===== config.mk =====
export PLATFORM = sky130hd
export DESIGN_NAME = imem_program_loader_flat
export DESIGN_NICKNAME = d
export VERILOG_FILES = /design/src/rtl/imem_program_loader_pkg.sv /design/src/rtl/imem_program_loader_if.sv /design/src/rtl/imem_program_loader_word_assembler.sv /design/src/rtl/imem_program_loader.sv /design/src/flat_wrapper.sv
export SDC_FILE = /design/constraint.sdc
export NUM_CORES = 1
export LEC_CHECK = 0
export ABC_AREA = 1
export CORE_ASPECT_RATIO = 1.2
export CORE_MARGIN = 2
export CORE_UTILIZATION = 44
export DETAILED_ROUTE_END_ITERATION = 8
export PLACE_DENSITY_LB_ADDON = 0.3
export REMOVE_ABC_BUFFERS = 1
export SLEW_MARGIN = 10
export SYNTH_ARGS = -nofsm -noshare
export SYNTH_HDL_FRONTEND = slang
export SYNTH_HIERARCHICAL = 1
export SYNTH_SLANG_ARGS = --single-unit

===== constraint.sdc =====
create_clock -name clk -period 1.69 [get_ports clk]
set_clock_uncertainty 0.05 [all_clocks]
set_input_delay 0.169 -clock clk [delete_from_list [all_inputs] [get_ports clk]]
set_output_delay 0.169 -clock clk [all_outputs]
set_load 0.05 [all_outputs]

===== src/rtl/imem_program_loader_pkg.sv =====
// Shared types and constants for the instruction-memory program loader.
package imem_program_loader_pkg;

  localparam int unsigned BYTE_W          = 8;
  localparam int unsigned WORD_W          = 32;
  localparam int unsigned CNT_W           = 16;
  localparam int unsigned HDR_BYTES       = 2;
  localparam int unsigned DEF_IM_DEPTH    = 256;
  localparam int unsigned DEF_HOLD_CYCLES = 4;
  localparam int unsigned DEF_TIMEOUT     = 1024;

  typedef enum logic [2:0] {
    S_HDR0 = 3'd0,
    S_HDR1 = 3'd1,
    S_DATA = 3'd2,
    S_HOLD = 3'd3,
    S_RUN  = 3'd4,
    S_ERR  = 3'd5
  } state_e;

  // States in which the loader is willing to take a byte from the stream.
  function automatic logic accepts_bytes(input state_e s);
    return (s == S_HDR0) || (s == S_HDR1) || (s == S_DATA);
  endfunction

endpackage


===== src/rtl/imem_program_loader_if.sv =====
// Byte-stream input and instruction-memory write port of the program loader.
interface imem_program_loader_if #(
  parameter int unsigned AW = 8
) ();
  import imem_program_loader_pkg::*;

  logic              rx_valid;
  logic [BYTE_W-1:0] rx_data;
  logic              rx_ready;
  logic              im_we;
  logic [AW-1:0]     im_addr;
  logic [WORD_W-1:0] im_wdata;

  modport master (
    input  rx_valid, rx_data,
    output rx_ready, im_we, im_addr, im_wdata
  );

  modport slave (
    output rx_valid, rx_data,
    input  rx_ready, im_we, im_addr, im_wdata
  );

endinterface


===== src/rtl/imem_program_loader_word_assembler.sv =====
// Packs four little-endian bytes into a word; word_valid pulses one cycle
// after the fourth byte is strobed in.
module imem_program_loader_word_assembler
  import imem_program_loader_pkg::*;
(
  input  logic              clk,
  input  logic              pc_rst,
  input  logic              strobe,
  input  logic              clr,
  input  logic [BYTE_W-1:0] data,
  output logic [1:0]        byte_idx,
  output logic              word_valid,
  output logic [WORD_W-1:0] word
);

  logic [WORD_W-BYTE_W-1:0] pack;

  always_ff @(posedge clk or posedge pc_rst) begin
    if (pc_rst) begin
      byte_idx   <= 2'd0;
      pack       <= '0;
      word_valid <= 1'b0;
      word       <= '0;
    end else begin
      word_valid <= 1'b0;
      if (clr) begin
        byte_idx <= 2'd0;
      end else if (strobe) begin
        byte_idx <= byte_idx + 2'd1;
        case (byte_idx)
          2'd0:    pack[7:0]   <= data;
          2'd1:    pack[15:8]  <= data;
          2'd2:    pack[23:16] <= data;
          default: begin
            word       <= {data, pack};
            word_valid <= 1'b1;
          end
        endcase
      end
    end
  end

endmodule


===== src/rtl/imem_program_loader.sv =====
// Boot-time loader: takes a byte-serial image (16-bit LE count, then LE words),
// writes it into instruction memory and only then releases the core reset.
module imem_program_loader
  import imem_program_loader_pkg::*;
#(
  parameter int unsigned IM_DEPTH    = DEF_IM_DEPTH,
  parameter int unsigned IM_AW       = $clog2(IM_DEPTH),
  parameter int unsigned HOLD_CYCLES = DEF_HOLD_CYCLES,
  parameter int unsigned TIMEOUT     = DEF_TIMEOUT
) (
  input  logic                 clk,
  input  logic                 pc_rst,
  imem_program_loader_if.master bus,
  input  logic                 reload,
  output logic                 cpu_rst,
  output logic                 load_done,
  output logic                 err_size,
  output logic                 err_timeout
);

  localparam int unsigned HOLD_W = $clog2(HOLD_CYCLES + 1);
  localparam int unsigned IDLE_W = $clog2(TIMEOUT + 1);

  state_e            state;
  state_e            next_state;
  logic [CNT_W-1:0]  n;
  logic [CNT_W-1:0]  word_cnt;
  logic [HOLD_W-1:0] hold_cnt;
  logic [IDLE_W-1:0] idle_cnt;
  logic [IM_AW-1:0]  addr_q;

  logic [1:0]        byte_idx;
  logic              word_valid;
  logic [WORD_W-1:0] word;

  logic              xfer_c;
  logic              in_load_c;
  logic              abort_c;
  logic              word_end_c;
  logic              last_byte_c;
  logic              last_write_c;
  logic              asm_clr_c;
  logic [CNT_W-1:0]  n_full_c;

  logic rx_ready_d;
  logic cpu_rst_d;
  logic load_done_d;
  logic err_size_d;
  logic err_timeout_d;

  assign bus.im_we    = word_valid;
  assign bus.im_wdata = word;
  assign bus.im_addr  = addr_q;

  // Transfer qualifiers shared by the FSM and the datapath.
  always_comb begin
    xfer_c       = bus.rx_valid & bus.rx_ready;
    in_load_c    = (state == S_HDR1) || (state == S_DATA);
    n_full_c     = {bus.rx_data, n[7:0]};
    abort_c      = in_load_c && !xfer_c && (idle_cnt == IDLE_W'(TIMEOUT - 1));
    word_end_c   = xfer_c && (state == S_DATA) && (byte_idx == 2'd3);
    last_byte_c  = word_end_c && (word_cnt == n - CNT_W'(1));
    last_write_c = word_valid && (word_cnt + CNT_W'(1) == n);
    asm_clr_c    = abort_c || ((state == S_RUN) && reload);
  end

  imem_program_loader_word_assembler u_asm (
    .clk        (clk),
    .pc_rst     (pc_rst),
    .strobe     (xfer_c && (state == S_DATA)),
    .clr        (asm_clr_c),
    .data       (bus.rx_data),
    .byte_idx   (byte_idx),
    .word_valid (word_valid),
    .word       (word)
  );

  always_ff @(posedge clk or posedge pc_rst) begin
    if (pc_rst) state <= S_HDR0;
    else        state <= next_state;
  end

  always_comb begin
    next_state = state;
    unique case (state)
      S_HDR0: if (xfer_c) next_state = S_HDR1;
      S_HDR1: begin
        if (xfer_c) begin
          if (n_full_c == '0)                         next_state = S_HOLD;
          else if (n_full_c > CNT_W'(IM_DEPTH))       next_state = S_ERR;
          else                                        next_state = S_DATA;
        end else if (abort_c) begin
          next_state = S_HDR0;
        end
      end
      S_DATA: begin
        if (abort_c)           next_state = S_HDR0;
        else if (last_write_c) next_state = S_HOLD;
      end
      S_HOLD: if (hold_cnt == HOLD_W'(HOLD_CYCLES - 1)) next_state = S_RUN;
      S_RUN:  if (reload) next_state = S_HDR0;
      S_ERR:  next_state = S_ERR;
      default: next_state = S_HDR0;
    endcase
  end

  // Outputs are decoded from the next state so they line up with the state register.
  always_comb begin
    rx_ready_d    = 1'b0;
    cpu_rst_d     = 1'b1;
    load_done_d   = 1'b0;
    err_size_d    = err_size;
    err_timeout_d = 1'b0;
    rx_ready_d    = accepts_bytes(next_state) && !last_byte_c;
    cpu_rst_d     = (next_state != S_RUN);
    load_done_d   = (next_state == S_RUN);
    err_timeout_d = abort_c;
    if ((state == S_HDR1) && (next_state == S_ERR)) err_size_d = 1'b1;
    else if ((state == S_RUN) && reload)            err_size_d = 1'b0;
  end

  always_ff @(posedge clk or posedge pc_rst) begin
    if (pc_rst) begin
      bus.rx_ready <= 1'b0;
      cpu_rst      <= 1'b1;
      load_done    <= 1'b0;
      err_size     <= 1'b0;
      err_timeout  <= 1'b0;
    end else begin
      bus.rx_ready <= rx_ready_d;
      cpu_rst      <= cpu_rst_d;
      load_done    <= load_done_d;
      err_size     <= err_size_d;
      err_timeout  <= err_timeout_d;
    end
  end

  // Header latch, word/hold/idle counters and the write address.
  always_ff @(posedge clk or posedge pc_rst) begin
    if (pc_rst) begin
      n        <= '0;
      word_cnt <= '0;
      hold_cnt <= '0;
      idle_cnt <= '0;
      addr_q   <= '0;
    end else begin
      if ((state == S_HDR0) && xfer_c) n[7:0]  <= bus.rx_data;
      if ((state == S_HDR1) && xfer_c) n[15:8] <= bus.rx_data;

      if (in_load_c && !xfer_c && !abort_c) idle_cnt <= idle_cnt + IDLE_W'(1);
      else                                  idle_cnt <= '0;

      if (state == S_HOLD) hold_cnt <= hold_cnt + HOLD_W'(1);
      else                 hold_cnt <= '0;

      if ((state != S_DATA) || abort_c) word_cnt <= '0;
      else if (word_valid)              word_cnt <= word_cnt + CNT_W'(1);

      if (word_end_c) addr_q <= word_cnt[IM_AW-1:0];
    end
  end

endmodule


===== src/flat_wrapper.sv =====
// flat-port wrapper written by rule: the top's interface ports become plain ports
module imem_program_loader_flat import imem_program_loader_pkg::*;
#(
  parameter int unsigned IM_DEPTH    = DEF_IM_DEPTH,
  parameter int unsigned IM_AW       = $clog2(IM_DEPTH),
  parameter int unsigned HOLD_CYCLES = DEF_HOLD_CYCLES,
  parameter int unsigned TIMEOUT     = DEF_TIMEOUT
)
  (clk, pc_rst, reload, cpu_rst, load_done, err_size, err_timeout, bus_rx_valid, bus_rx_data, bus_rx_ready, bus_im_we, bus_im_addr, bus_im_wdata);
  imem_program_loader_if #(.AW(IM_AW)) bus_i ();
  input  logic clk;
  input  logic pc_rst;
  input  logic reload;
  output logic cpu_rst;
  output logic load_done;
  output logic err_size;
  output logic err_timeout;
  input wire logic [$bits(bus_i.rx_valid)-1:0] bus_rx_valid;
  input wire logic [$bits(bus_i.rx_data)-1:0] bus_rx_data;
  output wire logic [$bits(bus_i.rx_ready)-1:0] bus_rx_ready;
  output wire logic [$bits(bus_i.im_we)-1:0] bus_im_we;
  output wire logic [$bits(bus_i.im_addr)-1:0] bus_im_addr;
  output wire logic [$bits(bus_i.im_wdata)-1:0] bus_im_wdata;
  assign bus_i.rx_valid = bus_rx_valid;
  assign bus_i.rx_data = bus_rx_data;
  assign bus_rx_ready = bus_i.rx_ready;
  assign bus_im_we = bus_i.im_we;
  assign bus_im_addr = bus_i.im_addr;
  assign bus_im_wdata = bus_i.im_wdata;
  imem_program_loader #(.IM_DEPTH(IM_DEPTH), .IM_AW(IM_AW), .HOLD_CYCLES(HOLD_CYCLES), .TIMEOUT(TIMEOUT)) u_core (.clk(clk), .pc_rst(pc_rst), .bus(bus_i), .reload(reload), .cpu_rst(cpu_rst), .load_done(load_done), .err_size(err_size), .err_timeout(err_timeout));
endmodule

==> run_results.csv <==
group,metric,value,unit
run_status,status,"finished with violations",
run_status,violations,"negative setup slack",
sta,worst_pin_slew,0.351,ns
logic_synthesis,synth_compound_area_share,4.81,%
logic_synthesis,async_reset_ff_share,100,%
sta,fin_tns_setup,-19.54,ns
die,io_pins,58,
pwr,peakVddDrop,0.000563,V
finish,layout.cells.most_common,"nand2_1",
hold_path,hold_path.class,"in2reg",
logic_synthesis,synthXorXnorAreaFrac,3.76,%
clock_network,cts.clk_slew.worst_paths,0.06,ns
pwr,p_clk_share,54.6,%
critical_path,cp_slowest_cell,"dfrtp_1",
logic_synthesis,synth_area_leaders,"dfrtp_1, nand2_1, nand4_1, nand3_1, inv_1",
grt,grt_antenna_before_repair,0,
logic_synthesis,synth_top_cell_by_area,"dfrtp_1",
critical_path,critPathCaptureType,"flop",
pwr,sw_frac_of_total,23.0,%
routing,drc,0,
finish,areaGrowthSynthToFinish,48.5,%
logic_synthesis,synthMuxAreaShare,0,%
routing,ant_nets,0,
die,num_rows,48,
die,die_h,136,um
sta,setup_viol_count_final,90,
pwr,pwr-share-comb,2.4,%
critical_path,crit_chain,"ha_4 -> nand2_4 -> nor2_4 -> nand2_2 -> nand2_2 -> nand2_2 -> nand2_1 -> nand2_1 -> nor2_1 -> nand2_1 -> nor2_4 -> nand3_4 -> nand3_2 -> a21oi_1",
routing,drt_iter0_markers,363,
finish,drive_gt1_share,38.1,%
logic_synthesis,ys.flop_type,"dfrtp_1",
logic_synthesis,yosysWarnings,6,
critical_path,max_stage_delay,0.43,ns
critical_path,critPathTopFamily,"simple AND/OR/NAND/NOR gates",
clock_network,cts_sinks,121,
die,die_w,114,um
pwr,power_density,707,nW/um^2
clock_network,clockBufferDepth,2,
grt,grt_pass1_vias,6091,
grt,grt_pass1_wl,29.9,mm
grt,grt_overflow,0,
logic_synthesis,synth-simple-area-share,34.8,%
sta,drv_slew,0,
clock_network,cts_tree,"yes",
sta,max_slew_margin,76.6,%
sta,hold_viol,0,
logic_synthesis,yosysUniqueCellTypes,43,
finish,final_cell_mix,"nand2_1, buf_4, dfrtp_1",
critical_path,cp-start-kind,"flop",
routing,post_drt_wl_per_cell,15.6,um
pwr,p_int,5.20,mW
logic_synthesis,synth_top_family_by_area,"simple AND/OR/NAND/NOR gates",
pwr,power_switching,1.55,mW
logic_synthesis,yosysSeqAreaShare,47.1,%
sta,period_share,120,%
logic_synthesis,syn_inst,796,
placement,placedCellCount,1142,
logic_synthesis,synth_edf_count,0,
sta,max_freq,0.491,GHz
logic_synthesis,netlist_area,6420,um^2
die,dieArea,15600,um^2
logic_synthesis,synth-seq-cells,121,
finish,fin_area,9540,um^2
pwr,seqPwrFrac,42.9,%
logic_synthesis,avgSynthCellArea,8.07,um^2
pwr,leakage,4.82,nW
grt,grt_use_total,24.7,%
routing,drt-total-wl,18.7,mm
critical_path,critPathBufInv,0,
routing,routed_via_density,5.22,
die,initial_core_util,44.8,%
placement,port_buffers,57,
clock_network,cts_buffers,17,
flow_run,drv_cap,0,
finish,layout.cells.non_filler,1201,
critical_path,critPathArrivalTime,2.29,ns
grt,grt_max_degree,54,
clock_network,cts_root_buf,"clkbuf_16",
critical_path,worst-path-max-fanout,6,
placement,placed_cell_area,8110,um^2
sta,min_period,2.03,ns
logic_synthesis,synth_top_area_share,46.7,%
clock_network,htree_levels,4,
routing,firstDrtPassIters,5,
logic_synthesis,synthAdderAreaFrac,1.75,%
finish,nets,1034,
placement,dp_hpwl,12.4,mm
critical_path,critPathKind,"reg2reg",
die,core,14400,um^2
placement,finalWeightedCongestion,0.862,
clock_network,clkLatencyLatePin,0.43,ns
critical_path,required,1.95,ns
sta,rsz0062_at_grt,"true",
routing,vias,6270,
finish,antenna_cells,0,
sta,setup_slack,-0.345,ns
==> final timing paths <==
| path | start | to | slack (ns) | depth (start not counted) |
|---|---|---|---|---|
| max | u_core/word_cnt[0]$_DFFE_PP0P_ | u_core/bus.rx_ready$_DFF_PP0_ | -0.34 | 14 |
| min | bus_rx_data[6] | u_core/n[6]$_DFFE_PP0P_ | 0.37 | 3 |
| max reg2reg | u_core/word_cnt[0]$_DFFE_PP0P_ | u_core/bus.rx_ready$_DFF_PP0_ | -0.34 | 14 |
| min reg2reg | u_core/hold_cnt[0]$_DFF_PP0_ | u_core/hold_cnt[0]$_DFF_PP0_ | 0.40 | 1 |
| max in group asynchronous | pc_rst | u_core/cpu_rst$_DFF_PP1_ | 0.50 | 4 |
| min in group asynchronous | pc_rst | u_core/u_asm/word[27]$_DFFE_PP0P_ | 0.51 | 3 |
==> power groups by stage <==
stage               logic [mW]  clock network, mW  registers (mW)
detailed placement       0.164                  0            2.95
global route             0.181               3.88            2.90
floorplan               0.0501                  0            2.95
finish                   0.163               3.69            2.90
CTS                      0.166               3.74            2.90
global placement         0.163                  0            2.95
==> metrics by stage <==
stage | utilization, % | setup slack, ns | hold WS, ns | power, mW
3_3_place_gp | 56.5 | -0.273 | 0.376 | 3.11
2_1_floorplan | - | -2.12 | 0.240 | 3.00
4_1_cts | 64.3 | -0.190 | 0.364 | 6.80
5_1_grt | 66.5 | -0.434 | 0.394 | 6.96
6_report | 66.5 | -0.345 | 0.371 | 6.75
3_5_place_dp | 56.5 | -0.301 | 0.388 | 3.11
==> state kept, by name, indices dropped and copies added (netlist names), 3 cells and up <==
register            cells
u_core/idle_cnt        11
u_core/n               16
u_core/bus.im_addr      8
u_core/word_cnt        16
u_core/u_asm/word      32
u_core/hold_cnt         3
u_core/state            3
u_core/u_asm/pack      24
==> synthesized netlist by cell type (8+ instances only) <==
master,instances
nand2_1,260
dfrtp_1,120
inv_1,67
nand4_1,64
nor2_1,61
nand3_1,51
o21ai_0,34
xor2_1,19
buf_2,16
ha_1,9
a21oi_1,8
nor3_1,8
==> cell families after synthesis <==
group | count (synthesis)
adders and majority gates | 9
buffers and inverters | 106
AOI/OAI and AO/OA | 53
DFF | 121
and+or+nand+nor | 481
xor gates and xnor gates | 26
==> worst min-delay path, cell delays in order <==
cell and delay (ns):
clkdlybuf4s50_1 0.46, inv_1 0.09, o21ai_0 0.08
==> layer usage <==
metal / wire [um] / GRT usage, % / up-vias / share of wire [%]
li1: - / - / 3035 / -
met1: 7680 / 30.0 / 2996 / 41
met2: 9580 / 42.4 / 191 / 51
met3: 833 / 3.88 / 48 / 4.4
met4: 657 / 12.6 / 0 / 3.5
met5: 0 / 0 / - / 0
==> final cells by class <==
cell class / count / area (um^2)
fill: 1102 / 4810
timing repair buffer: 229 / 2040
inverter: 75 / 297
tap: 175 / 219
sequential: 121 / 3030
clock buffer: 18 / 439
multi-input combinational: 569 / 3360
clock inverter: 14 / 163
==> timing repair <==
action	4_1_cts	5_1_grt
setup buffers	18	12
setup endpoints to repair	89	95
hold buffers	1	0
resized for setup	87	83
cloned	5	1
hold endpoints to repair	6	0
pin swaps	14	32
No activity file was read; power rests on OpenSTA's default activity.
